==> src/rtl/ram_ctrl_pkg.sv <==
// Shared types and sizes for the program-RAM controller.
package ram_ctrl_pkg;
  localparam int ADDR_W = 4;
  localparam int DATA_W = 8;
  localparam int DEPTH  = 2 ** ADDR_W;

  typedef enum logic [1:0] {
    PROG_IDLE,
    PROG_WRITE,
    PROG_CLEAR,
    RUN
  } state_t;
endpackage

==> src/rtl/ram_prog_ctrl_if.sv <==
// Front panel, control-unit and RAM-port signals of the program-RAM controller.
interface ram_prog_ctrl_if;
  logic                               run_req;
  logic                               store_btn;
  logic                               step_btn;
  logic                               load_btn;
  logic                               clear_btn;
  logic [ram_ctrl_pkg::ADDR_W-1:0]    switch_addr;
  logic [ram_ctrl_pkg::DATA_W-1:0]    switch_dados;
  logic [ram_ctrl_pkg::ADDR_W-1:0]    uc_mar;
  logic                               uc_ram_in;
  logic                               uc_ram_out;
  logic                               prog_run;
  logic [ram_ctrl_pkg::ADDR_W-1:0]    ram_addr;
  logic                               ram_we;
  logic                               ram_re;
  logic [ram_ctrl_pkg::DATA_W-1:0]    ram_wdata;
  logic [ram_ctrl_pkg::ADDR_W-1:0]    ptr;
  logic                               busy;

  modport master (
    input  run_req, store_btn, step_btn, load_btn, clear_btn,
           switch_addr, switch_dados, uc_mar, uc_ram_in, uc_ram_out,
    output prog_run, ram_addr, ram_we, ram_re, ram_wdata, ptr, busy
  );

  modport slave (
    output run_req, store_btn, step_btn, load_btn, clear_btn,
           switch_addr, switch_dados, uc_mar, uc_ram_in, uc_ram_out,
    input  prog_run, ram_addr, ram_we, ram_re, ram_wdata, ptr, busy
  );
endinterface

==> src/rtl/ram_prog_ctrl_btn_edge.sv <==
// Single-bit rising-edge detector; the history bit tracks the level every cycle.
module btn_edge (
  input  logic clock,
  input  logic reset,
  input  logic level,
  output logic rise
);
  logic prev;

  always_ff @(posedge clock) begin
    if (reset) prev <= 1'b0;
    else       prev <= level;
  end

  assign rise = level & ~prev;
endmodule

==> src/rtl/ram_prog_ctrl.sv <==
// Program-RAM sequencer: panel-driven writes and clear in PROG mode,
// pass-through of the control unit's RAM port in RUN mode.
module ram_prog_ctrl
  import ram_ctrl_pkg::*;
(
  input logic             clock,
  input logic             reset,
  ram_prog_ctrl_if.master bus
);
  state_t              state_q, state_d;
  logic [ADDR_W-1:0]   ptr_q, ptr_d;
  logic [ADDR_W-1:0]   cnt_q, cnt_d;
  logic [DATA_W-1:0]   data_q, data_d;
  logic                store_e, step_e, load_e, clear_e;

  btn_edge u_store (.clock(clock), .reset(reset), .level(bus.store_btn), .rise(store_e));
  btn_edge u_step  (.clock(clock), .reset(reset), .level(bus.step_btn),  .rise(step_e));
  btn_edge u_load  (.clock(clock), .reset(reset), .level(bus.load_btn),  .rise(load_e));
  btn_edge u_clear (.clock(clock), .reset(reset), .level(bus.clear_btn), .rise(clear_e));

  always_ff @(posedge clock) begin
    if (reset) begin
      state_q <= PROG_IDLE;
      ptr_q   <= '0;
      cnt_q   <= '0;
      data_q  <= '0;
    end else begin
      state_q <= state_d;
      ptr_q   <= ptr_d;
      cnt_q   <= cnt_d;
      data_q  <= data_d;
    end
  end

  // Edges arriving outside PROG_IDLE are simply not looked at, so they are lost.
  always_comb begin
    state_d = state_q;
    ptr_d   = ptr_q;
    cnt_d   = cnt_q;
    data_d  = data_q;
    unique case (state_q)
      PROG_IDLE: begin
        if (clear_e) begin
          state_d = PROG_CLEAR;
          cnt_d   = '0;
        end else if (store_e) begin
          state_d = PROG_WRITE;
          data_d  = bus.switch_dados;
        end else if (load_e) begin
          ptr_d = bus.switch_addr;
        end else if (step_e) begin
          ptr_d = ptr_q + 1'b1;
        end else if (bus.run_req) begin
          state_d = RUN;
        end
      end
      PROG_WRITE: begin
        ptr_d   = ptr_q + 1'b1;
        state_d = PROG_IDLE;
      end
      PROG_CLEAR: begin
        cnt_d = cnt_q + 1'b1;
        if (cnt_q == '1) begin
          ptr_d   = '0;
          state_d = PROG_IDLE;
        end
      end
      RUN: begin
        if (!bus.run_req) state_d = PROG_IDLE;
      end
      default: state_d = PROG_IDLE;
    endcase
  end

  always_comb begin
    bus.prog_run  = 1'b0;
    bus.ram_addr  = ptr_q;
    bus.ram_we    = 1'b0;
    bus.ram_re    = 1'b0;
    bus.ram_wdata = '0;
    bus.busy      = 1'b0;
    unique case (state_q)
      PROG_WRITE: begin
        bus.ram_we    = 1'b1;
        bus.ram_wdata = data_q;
        bus.busy      = 1'b1;
      end
      PROG_CLEAR: begin
        bus.ram_addr = cnt_q;
        bus.ram_we   = 1'b1;
        bus.busy     = 1'b1;
      end
      RUN: begin
        bus.prog_run = 1'b1;
        bus.ram_addr = bus.uc_mar;
        bus.ram_we   = bus.uc_ram_in;
        bus.ram_re   = bus.uc_ram_out;
      end
      default: ;
    endcase
  end

  assign bus.ptr = ptr_q;
endmodule

==> src/flat_wrapper.sv <==
// flat-port wrapper written by rule: the top's interface ports become plain ports
module ram_prog_ctrl_flat import ram_ctrl_pkg::*;
  (clock, reset, bus_run_req, bus_store_btn, bus_step_btn, bus_load_btn, bus_clear_btn, bus_switch_addr, bus_switch_dados, bus_uc_mar, bus_uc_ram_in, bus_uc_ram_out, bus_prog_run, bus_ram_addr, bus_ram_we, bus_ram_re, bus_ram_wdata, bus_ptr, bus_busy);
  ram_prog_ctrl_if bus_i ();
  input logic clock;
  input logic reset;
  input wire logic [$bits(bus_i.run_req)-1:0] bus_run_req;
  input wire logic [$bits(bus_i.store_btn)-1:0] bus_store_btn;
  input wire logic [$bits(bus_i.step_btn)-1:0] bus_step_btn;
  input wire logic [$bits(bus_i.load_btn)-1:0] bus_load_btn;
  input wire logic [$bits(bus_i.clear_btn)-1:0] bus_clear_btn;
  input wire logic [$bits(bus_i.switch_addr)-1:0] bus_switch_addr;
  input wire logic [$bits(bus_i.switch_dados)-1:0] bus_switch_dados;
  input wire logic [$bits(bus_i.uc_mar)-1:0] bus_uc_mar;
  input wire logic [$bits(bus_i.uc_ram_in)-1:0] bus_uc_ram_in;
  input wire logic [$bits(bus_i.uc_ram_out)-1:0] bus_uc_ram_out;
  output wire logic [$bits(bus_i.prog_run)-1:0] bus_prog_run;
  output wire logic [$bits(bus_i.ram_addr)-1:0] bus_ram_addr;
  output wire logic [$bits(bus_i.ram_we)-1:0] bus_ram_we;
  output wire logic [$bits(bus_i.ram_re)-1:0] bus_ram_re;
  output wire logic [$bits(bus_i.ram_wdata)-1:0] bus_ram_wdata;
  output wire logic [$bits(bus_i.ptr)-1:0] bus_ptr;
  output wire logic [$bits(bus_i.busy)-1:0] bus_busy;
  assign bus_i.run_req = bus_run_req;
  assign bus_i.store_btn = bus_store_btn;
  assign bus_i.step_btn = bus_step_btn;
  assign bus_i.load_btn = bus_load_btn;
  assign bus_i.clear_btn = bus_clear_btn;
  assign bus_i.switch_addr = bus_switch_addr;
  assign bus_i.switch_dados = bus_switch_dados;
  assign bus_i.uc_mar = bus_uc_mar;
  assign bus_i.uc_ram_in = bus_uc_ram_in;
  assign bus_i.uc_ram_out = bus_uc_ram_out;
  assign bus_prog_run = bus_i.prog_run;
  assign bus_ram_addr = bus_i.ram_addr;
  assign bus_ram_we = bus_i.ram_we;
  assign bus_ram_re = bus_i.ram_re;
  assign bus_ram_wdata = bus_i.ram_wdata;
  assign bus_ptr = bus_i.ptr;
  assign bus_busy = bus_i.busy;
  ram_prog_ctrl u_core (.clock(clock), .reset(reset), .bus(bus_i));
endmodule
==> config.mk <==
export PLATFORM = sky130hd
export DESIGN_NAME = ram_prog_ctrl_flat
export DESIGN_NICKNAME = d
export VERILOG_FILES = /design/src/rtl/ram_ctrl_pkg.sv /design/src/rtl/ram_prog_ctrl_if.sv /design/src/rtl/ram_prog_ctrl_btn_edge.sv /design/src/rtl/ram_prog_ctrl.sv /design/src/flat_wrapper.sv
export SDC_FILE = /design/constraint.sdc
export NUM_CORES = 1
export LEC_CHECK = 0
export CAP_MARGIN = 40
export CELL_PAD_IN_SITES_DETAIL_PLACEMENT = 0
export CELL_PAD_IN_SITES_GLOBAL_PLACEMENT = 1
export CORE_UTILIZATION = 33
export DETAILED_ROUTE_END_ITERATION = 10
export PLACE_DENSITY_LB_ADDON = 0.1
export REMOVE_ABC_BUFFERS = 1
export SLEW_MARGIN = 10
export SYNTH_ARGS = -nofsm -noshare
export SYNTH_HDL_FRONTEND = slang
export SYNTH_SLANG_ARGS = --single-unit
==> constraint.sdc <==
create_clock -name clock -period 3.75 [get_ports clock]
set_clock_uncertainty 0.1 [all_clocks]
set_input_delay 1.125 -clock clock [delete_from_list [all_inputs] [get_ports clock]]
set_output_delay 1.125 -clock clock [all_outputs]
set_load 0.005 [all_outputs]
==> flow_summary_export.csv <==
group,metric,value,unit
grt,grt_usage,16.2,%
timing,rsz0062_at_grt,"false",
synth,synthArstFlopShare,0,%
drt,viasPerCell,5.01,
synth,synth-seq-cells,22,
pwr,internal_power,658,uW
synth,synth_xor_area_share,1.41,%
drt,routedWlPerCell,12.2,um
die,pin_count,45,
synth,yosysSeqAreaShare,35.5,%
worst_setup_path,cpPeakStageDelay,0.51,ns
worst_setup_path,reg2reg_depth,6,
clocking,clk_pin_slew,0.08,ns
layout,antenna_cells,0,
worst_setup_path,cpMaxStageDelayCell,"clkdlybuf4s50_1",
worst_setup_path,crit_top_cell,"clkdlybuf4s50_1",
drt,routed_wl,2990,um
placement,gp_congestion,0.738,
die,die_w,63.3,um
synth,synth_simple_gate_area_share,31.5,%
die,num_rows,21,
grt,grt-ovfl-total,0,
pwr,p_leak,0.000698,uW
layout,layoutNonFillerInstCount,246,
layout,finalNetCount,234,
timing,fin_ws,0.249,ns
pwr,p_clk_share,22.0,%
synth,synth_cell_types,28,
synth,synthCells,157,
worst_setup_path,crit_chain,"clkdlybuf4s50_1, a21oi_1, nor2_1, clkdlybuf4s50_1",
clocking,htree_levels,1,
worst_setup_path,critPathKind,"in -> out",
grt,grt_first_pass_wirelength,5280,um
worst_setup_path,cp.depth,4,
clocking,cts_setup_buffers,0,
clocking,hold_buffers,0,
worst_setup_path,cp-start-kind,"primary input",
synth,synth-edff-count,0,
placement,pre_cts_slack,0.252,ns
synth,syn_avg_cell_area,7.91,um^2
pwr,p_sw,342,uW
clocking,cts_resized,0,
placement,io_buffers,44,
drt,post-route-drc-count,0,
pwr,p_total,999,uW
die,die-area,0.00401,mm^2
drt,dr.pass1.iters,4,
synth,netlist_area,0.00124,mm^2
timing,slew_headroom,45.3,%
timing,worst_hold_slack,0.356,ns
timing,maxSlewViolCount,0,
placement,hpwlAfterDp,2300,um
pwr,p_per_area,557,mW/mm^2
layout,n_fill_cell,349,
synth,synth_top_family_by_area,"simple AND/OR/NAND/NOR gates",
worst_setup_path,crit_family,"buffers and inverters",
die,die_h,63.3,um
worst_hold_path,whs_path_depth,2,
worst_setup_path,path_max_fanout,1,
timing,fin_tns_setup,0,ns
pwr,swShare,34.2,%
placement,place_inst,242,
run,drv_cap,0,
worst_setup_path,end_kind,"output pin",
synth,synth_compound_area_share,18.5,%
grt,grt_max_degree,23,
clocking,cts_inserted_buffers,3,
clocking,ctsRootBufferMaster,"clkbuf_8",
timing,hold_viol_final,0,
layout,layout_common_cells,"clkdlybuf4s50_1 (44), nand2_1 (26), dfxtp_1 (22)",
synth,synth_fa_ha_area_share,8.06,%
worst_setup_path,required,2.52,ns
worst_hold_path,hp-class,"reg -> reg",
pwr,ir_drop,0.305,mV
clocking,clock_latency,0.26,ns
synth,synthMuxAreaShare,1.71,%
clocking,tritoncts,"done",
grt,grt_pass1_vias,1244,
pwr,comb_power_share,46.2,%
grt,grt_antenna_before_repair,0,
die,initial_utilization,35.8,%
synth,yosys_warnings,0,
clocking,clock_sinks,22,
layout,final_common_cell,"clkdlybuf4s50_1",
pwr,p_seq_share,31.8,%
drt,ant_nets,0,
worst_setup_path,ff2ff_setup_slack,1.78,ns
timing,worst_slew_pin_slew,0.818,ns
worst_setup_path,arrival,2.28,ns
clocking,cts_buffer_depth,2,
timing,period_minus_slack,3.50,ns
layout,syn_to_final_growth,44.7,%
timing,finalCritPeriodShare,93.3,%
die,core,0.00347,mm^2
outcome,status,"finished clean",
layout,drive_gt1_share,5.00,%
synth,synth_ff_type,"dfxtp_1",
drt,vias,1233,
drt,drt_iter0_drc,39,
timing,setup_viol,0,
worst_setup_path,crit_buf_inv,2,
timing,max_clock_freq,0.286,GHz
==> metal layers <==
layer / GRT usage [%] / share of wire [%] / vias to the layer above
met3: 2.72 / 5.3 / 4
met5: 0 / 0 / -
li1: - / - / 626
met2: 28.9 / 47 / 33
met4: 4.26 / 0.94 / 0
met1: 19.8 / 46 / 570
==> cell type report <==
cell class / count / area [um^2] / share of cell area, %
Inverter: 5 / 18.8 / 1.05
Multi-Input combinational cell: 124 / 759 / 42.3
Timing Repair Buffer: 45 / 448 / 24.9
Tap cell: 46 / 57.6 / 3.21
Sequential cell: 22 / 440 / 24.5
Clock inverter: 1 / 30.0 / 1.67
Clock buffer: 3 / 41.3 / 2.30
==> registers in the layout (all words and copies together), names as in the netlist <==
name and cells:
u_core.u_clear.prev 1, u_core.data_q 8, u_core.u_load.prev 1, u_core.u_step.prev 1
u_core.bus.ptr 4, u_core.u_store.prev 1, u_core.state_q 2, u_core.cnt_q 4
==> cells in the mapped netlist (all sizes together) (2+ instances only) <==
cell type,instances,area [um^2]
nor3b,2,15.0
o21ai,4,20.0
a221oi,2,35.0
nand2,26,97.6
xnor2,2,17.5
inv,5,18.8
a211oi,2,15.0
clkbuf,6,22.5
nor2b,6,45.0
dfxtp,22,440
a21oi,13,65.1
a22oi,6,45.0
and2,13,81.3
ha,8,100
nand3,11,55.1
nor3,4,20.0
nor2,16,60.1
==> stage by stage <==
stage | utilization [%] | instance area [um^2]
2_1_floorplan | - | 1220
3_3_place_gp | 49.7 | 1720
3_5_place_dp | 49.7 | 1720
4_1_cts | 51.8 | 1800
5_1_grt | 51.8 | 1800
6_report | 51.8 | 1800
==> power by group through the flow <==
| stage | logic (uW) | registers [uW] | clock network [uW] |
|---|---|---|---|
| final | 462 | 318 | 220 |
| after global routing | 519 | 326 | 238 |
| after CTS | 469 | 318 | 228 |
| after detailed placement | 466 | 323 | 0 |
| after global placement | 462 | 321 | 0 |
| after floorplan | 270 | 314 | 0 |
==> worst min-delay path, delay by kind of cell, from the launching register on <==
family / cells / cell delay (ns)
AND/OR/NAND/NOR: 1 / 0.05
flip-flops: 1 / 0.31
AO/OA/AOI/OAI: 1 / 0.05
==> cells by family after synthesis <==
| kind of cell | count (synthesis) |
|---|---|
| AO/OA/AOI/OAI | 32 |
| flip-flops | 22 |
| XOR/XNOR | 2 |
| adder cells (fa/ha/maj) | 8 |
| multiplexers | 2 |
| buffers and inverters | 11 |
| AND/OR/NAND/NOR | 80 |
==> worst paths after layout <==
kind	from	endpoint
setup / recovery	bus_uc_ram_in	bus_ram_we
hold / removal	u_core.data_q[0]	u_core.data_q[0]
setup reg to reg	u_core.state_q[0]	u_core.state_q[0]
hold reg to reg	u_core.data_q[0]	u_core.data_q[0]
No activity file was read; power rests on OpenSTA's default activity.
